**src/rtl/mem_arbiter.sv**
```systemverilog
// Two-requester round-robin arbiter in front of the byte memory: fetch (read-only)
// and load/store share one access at a time through an IDLE/ISSUE/WAIT/RESP FSM.
module mem_arbiter #(
  parameter int unsigned WAIT_MAX = 8
) (
  input  logic        clk,
  input  logic        rst,
  input  logic        if_en,
  input  logic [31:0] if_addr,
  input  logic [2:0]  if_byte_num,
  output logic [31:0] if_data,
  output logic        if_done,
  output logic        if_err,
  input  logic        ls_en,
  input  logic        ls_we,
  input  logic [31:0] ls_addr,
  input  logic [2:0]  ls_byte_num,
  input  logic [31:0] ls_wdata,
  output logic [31:0] ls_rdata,
  output logic        ls_done,
  output logic        ls_err,
  output logic        mem_rd_en,
  output logic [31:0] mem_rd_addr,
  output logic [2:0]  mem_rd_byte_num,
  input  logic [31:0] mem_rd_data,
  input  logic        mem_rd_done,
  output logic        mem_wr_en,
  output logic [31:0] mem_wr_addr,
  output logic [31:0] mem_wr_data,
  output logic [2:0]  mem_wr_byte_num,
  input  logic        mem_wr_done
);
  typedef enum logic [1:0] {S_IDLE, S_ISSUE, S_WAIT, S_RESP} state_e;

  state_e      state_q, state_d;
  logic [7:0]  cnt_q, cnt_d;
  logic        last_q, last_d;   // 0 = fetch, 1 = load/store
  logic        gnt_q, gnt_d;
  logic        we_q, we_d;
  logic        err_q, err_d;
  logic [31:0] addr_q, addr_d, wdata_q, wdata_d;
  logic [31:0] if_data_q, if_data_d, ls_rdata_q, ls_rdata_d;
  logic [2:0]  bn_q, bn_d;
  logic        win, done_sel, issue, act, resp;

  function automatic logic [2:0] sanitize(input logic [2:0] bn);
    case (bn)
      3'd0:                      return 3'd1;
      3'd1, 3'd2, 3'd3, 3'd4:    return bn;
      default:                   return 3'd4;
    endcase
  endfunction

  function automatic logic [31:0] mask_bytes(input logic [31:0] d, input logic [2:0] bn);
    logic [31:0] m;
    m = '0;
    for (int i = 0; i < 4; i++)
      if (i < int'(bn)) m[8*i +: 8] = d[8*i +: 8];
    return m;
  endfunction

  always_ff @(posedge clk or posedge rst) begin
    if (rst) begin
      state_q    <= S_IDLE;
      cnt_q      <= '0;
      last_q     <= 1'b0;
      gnt_q      <= 1'b0;
      we_q       <= 1'b0;
      err_q      <= 1'b0;
      addr_q     <= '0;
      wdata_q    <= '0;
      bn_q       <= '0;
      if_data_q  <= '0;
      ls_rdata_q <= '0;
    end else begin
      state_q    <= state_d;
      cnt_q      <= cnt_d;
      last_q     <= last_d;
      gnt_q      <= gnt_d;
      we_q       <= we_d;
      err_q      <= err_d;
      addr_q     <= addr_d;
      wdata_q    <= wdata_d;
      bn_q       <= bn_d;
      if_data_q  <= if_data_d;
      ls_rdata_q <= ls_rdata_d;
    end
  end

  assign done_sel = we_q ? mem_wr_done : mem_rd_done;

  always_comb begin
    state_d    = state_q;
    cnt_d      = cnt_q;
    last_d     = last_q;
    gnt_d      = gnt_q;
    we_d       = we_q;
    err_d      = err_q;
    addr_d     = addr_q;
    wdata_d    = wdata_q;
    bn_d       = bn_q;
    if_data_d  = if_data_q;
    ls_rdata_d = ls_rdata_q;
    win        = 1'b0;
    case (state_q)
      S_IDLE: begin
        if (if_en || ls_en) begin
          // On a tie the requester not served last wins; a lone request always wins.
          win     = (if_en && ls_en) ? ~last_q : ls_en;
          gnt_d   = win;
          last_d  = win;
          we_d    = win & ls_we;
          addr_d  = win ? ls_addr : if_addr;
          bn_d    = sanitize(win ? ls_byte_num : if_byte_num);
          wdata_d = win ? ls_wdata : '0;
          err_d   = 1'b0;
          state_d = S_ISSUE;
        end
      end
      S_ISSUE: begin
        cnt_d   = '0;
        state_d = S_WAIT;
      end
      S_WAIT: begin
        if (done_sel) begin
          if (!we_q) begin
            if (gnt_q) ls_rdata_d = mask_bytes(mem_rd_data, bn_q);
            else       if_data_d  = mask_bytes(mem_rd_data, bn_q);
          end
          state_d = S_RESP;
        end else if (cnt_q == 8'(WAIT_MAX)) begin
          err_d = 1'b1;
          if (gnt_q) ls_rdata_d = '0;
          else       if_data_d  = '0;
          state_d = S_RESP;
        end else begin
          cnt_d = cnt_q + 8'd1;
        end
      end
      default: state_d = S_IDLE;
    endcase
  end

  assign issue = (state_q == S_ISSUE);
  assign act   = issue || (state_q == S_WAIT);
  assign resp  = (state_q == S_RESP);

  assign mem_rd_en       = issue && !we_q;
  assign mem_wr_en       = issue && we_q;
  assign mem_rd_addr     = act ? addr_q  : '0;
  assign mem_rd_byte_num = act ? bn_q    : '0;
  assign mem_wr_addr     = act ? addr_q  : '0;
  assign mem_wr_byte_num = act ? bn_q    : '0;
  assign mem_wr_data     = act ? wdata_q : '0;

  assign if_data  = if_data_q;
  assign ls_rdata = ls_rdata_q;
  assign if_done  = resp && !gnt_q;
  assign ls_done  = resp && gnt_q;
  assign if_err   = if_done && err_q;
  assign ls_err   = ls_done && err_q;
endmodule

```
**config.mk**
```make
export PLATFORM = sky130hd
export DESIGN_NAME = mem_arbiter
export DESIGN_NICKNAME = d
export VERILOG_FILES = /design/src/rtl/mem_arbiter.sv
export SDC_FILE = /design/constraint.sdc
export NUM_CORES = 1
export LEC_CHECK = 0
export ABC_AREA = 1
export CAP_MARGIN = 10
export CORE_MARGIN = 2
export CORE_UTILIZATION = 39
export DETAILED_ROUTE_END_ITERATION = 16
export PLACE_DENSITY = 0.86
export REMOVE_ABC_BUFFERS = 1
export SLEW_MARGIN = 20
export SYNTH_ARGS = -nofsm -noshare
export SYNTH_HDL_FRONTEND = slang
export SYNTH_SLANG_ARGS = --single-unit
export TNS_END_PERCENT = 30
```
**constraint.sdc**
```tcl
create_clock -name clk -period 4.84 [get_ports clk]
set_clock_uncertainty 0.2 [all_clocks]
set_input_delay 0.484 -clock clk [delete_from_list [all_inputs] [get_ports clk]]
set_output_delay 0.484 -clock clk [all_outputs]
set_load 0.01 [all_outputs]
```
==> flow_summary.toml <==
[clocking]
cts_tree = "done"
cts_buffers = 17
post_cts_buffers = 0
path_clk_slew_ps = 60
postCtsHoldBufs = 0
cts_max_path_buffers = 2
cts_sinks = 144
ctsHtreeMaxLevel = 4
clkLatencyLatePin_ps = 420
cts_resized = 0
cts-root-buf = "clkbuf_16"

[worst_hold_path]
min_path_type = "flop to flop"

[floorplan]
die_h_um = 141.7
die_w_um = 141.7
start_util = 0.3967
core_sq_um = 18640
row_count = 50
die_area_sq_um = 20080
io_pins = 313

[setup_path]
critical-path-max-stage-delay_ps = 690
crit_type = "flop to primary output"
critPathLaunchType = "flop"
cp_max_fo = 38
path_buf_inv = 4
arrival_ps = 2990
cpMaxStageDelayCell = "ha_2"
end_kind = "primary output"
cp.required_ps = 4160
crit_family = "buffers and inverters"
crit_path_frequent_cell = "inv_1"
worstPathCellList = "inv_1 -> ha_2 -> buf_4 -> nand2_1 -> inv_1 -> clkdlybuf4s50_1"

[timing]
period_share = 0.7584
fmax_ghz = 0.2724
setup_violations = 0
setup_ws_ps = 1169
min_period_ps = 3671
fin_setup_tns_ps = 0
finalHoldViolations = 0
drv_slew = 0
rsz0062_at_grt = "no"
worstMarginPinSlew_ps = 856.7
slew_headroom = 0.4289

[pwr]
intPower_uw = 4277
switching_share = 0.4055
seqPwrFrac = 0.284
leakage_uw = 0.005636
ir_worst_vdd_mv = 0.3903
clockPowerShare = 0.194
switchingPower_uw = 2918
p_per_area_nw_per_um2 = 656.0
power_frac_comb = 0.522

[global_routing]
antenna_found_initial = 0
grt_start_max_net_pins = 92
grt_pass1_wl_um = 37270
grt_usage = 0.2362
grt_overflow_total = 0
grt_pass1_vias = 7327

[route]
drt_iter0_markers = 486
vias = 7445
route.detailed.drc = 0
wirelength_um = 23600
drtAntennaViolNets = 0
wire_per_inst_um = 15.69
dr.pass1.iters = 6
viasPerCell = 4.950

[cells_and_area]
fin_util = 0.5883
diodes = 0
multiInputGateArea_sq_um = 2895
drive_gt1_frac = 0.04961
fill_cells = 1615
seqCellArea_sq_um = 3603
fin_nets = 1405
area_growth_pct = 48.28

[outcome]
outcome = "finished, final reports clean"

[placement]
globalplace.congestion = 0.8863
portBuffers = 312
place_ws_ps = 1545
dpl.hpwl_um = 16980

[yosys]
ys_top_cells_by_area = "dfrtp_1, nand2_1, nand3_1, inv_1, nor2_1"
avgSynthCellArea_sq_um = 7.344
synth-seq-cells = 144
yosysTopAreaCell = "dfrtp_1"
yosys_warnings = 0
synth_top_area_frac = 0.4872
seq_area_frac_synth = 0.4872
syn-cell-area_sq_um = 7396
synth.distinct_cells = 23
syn_inst = 1007

[flow_run]
cap_violations = 0
power groups by stage:
stage	clock network (uW)	logic [uW]	registers, uW
after floorplan	0	1640	2040
after global placement	0	3710	2030
after detailed placement	0	3780	2060
after CTS	1420	3800	2040
after global routing	1480	4110	2100
final	1390	3750	2050
final timing paths:
path	start	end	slack (ps)	depth (start not counted)
min	if_data[24]	if_data[24]	270	2
max in group asynchronous	rst	wdata_q[29]	3070	3
min reg2reg	if_data[24]	if_data[24]	270	2
min in group asynchronous	rst	wdata_q[0]	420	2
max reg2reg	state_q[0]	bn_q[1]	2230	8
max	state_q[0]	mem_rd_addr[25]	1170	6
state kept, by name, indices dropped and copies added, names as in the netlist:
register  flops
addr_q       32
if_data      32
ls_rdata     32
wdata_q      32
cnt_q         8
bn_q          3
state_q       2
err_q         1
gnt_q         1
we_q          1
cells in the final DEF, fill, tap and decap left out, drive strengths merged:
master	instances
clkinv	4
nor3	1
inv	98
clkinvlp	2
o21ai	71
ha	7
a21oi	3
nand2	396
buf	9
clkbuf	19
bufinv	3
nand3b	1
nor3b	1
dfrtp	144
clkdlybuf4s50	312
nor2	85
nand3	114
metrics by stage:
| stage | hold slack [ps] | instance area, sq um | std cells | power, uW |
|---|---|---|---|---|
| CTS | 272.4 | 10970 | 1504 | 7260 |
| finish | 268.6 | 10970 | 1504 | 7194 |
| floorplan | 248.9 | 6839 | 917 | 3686 |
| global route | 288.6 | 10970 | 1504 | 7682 |
| detailed placement | 257.2 | 10340 | 1472 | 5835 |
| global placement | 251.9 | 10340 | 1472 | 5743 |
Yosys cell counts (all sizes together):
cell type / number
a21oi: 3
buf: 74
clkbuf: 16
dfrtp: 144
ha: 7
inv: 94
nand2: 396
nand3: 114
nand3b: 1
nor2: 85
nor3: 1
nor3b: 1
o21ai: 71
cell families (layout without fill, tap and decap cells):
family / after synthesis / in the layout / synth area share
and+or+nand+nor: 598 / 598 / 0.3263
DFF: 144 / 144 / 0.4872
adders and majority gates: 7 / 7 / 0.01184
AOI/OAI and AO/OA: 74 / 74 / 0.05160
buffers and inverters: 184 / 447 / 0.1230
worst register-to-register path, stage by stage, from the launching register on:
cell     delay (ps)
dfrtp_1         430
inv_1           100
ha_2            670
o21ai_4         130
inv_2           440
nand2_1         140
a21oi_2         280
nand2_1         110
nand2_1          70
metal layers:
| metal | wire, um | track usage | vias up |
|---|---|---|---|
| li1 | - | - | 3569 |
| met1 | 9021 | 0.2750 | 3483 |
| met2 | 12130 | 0.4188 | 357 |
| met3 | 1908 | 0.05906 | 36 |
| met4 | 547 | 0.09211 | 0 |
| met5 | 0 | 0 | - |
area by class of cell:
class	instances	area share
Sequential cell	144	0.3286
Timing Repair Buffer	321	0.2909
Multi-Input combinational cell	679	0.2640
Clock buffer	19	0.04130
Inverter	94	0.03263
Tap cell	234	0.02670
Clock inverter	13	0.01586
No activity file was read; power rests on OpenSTA's default activity.
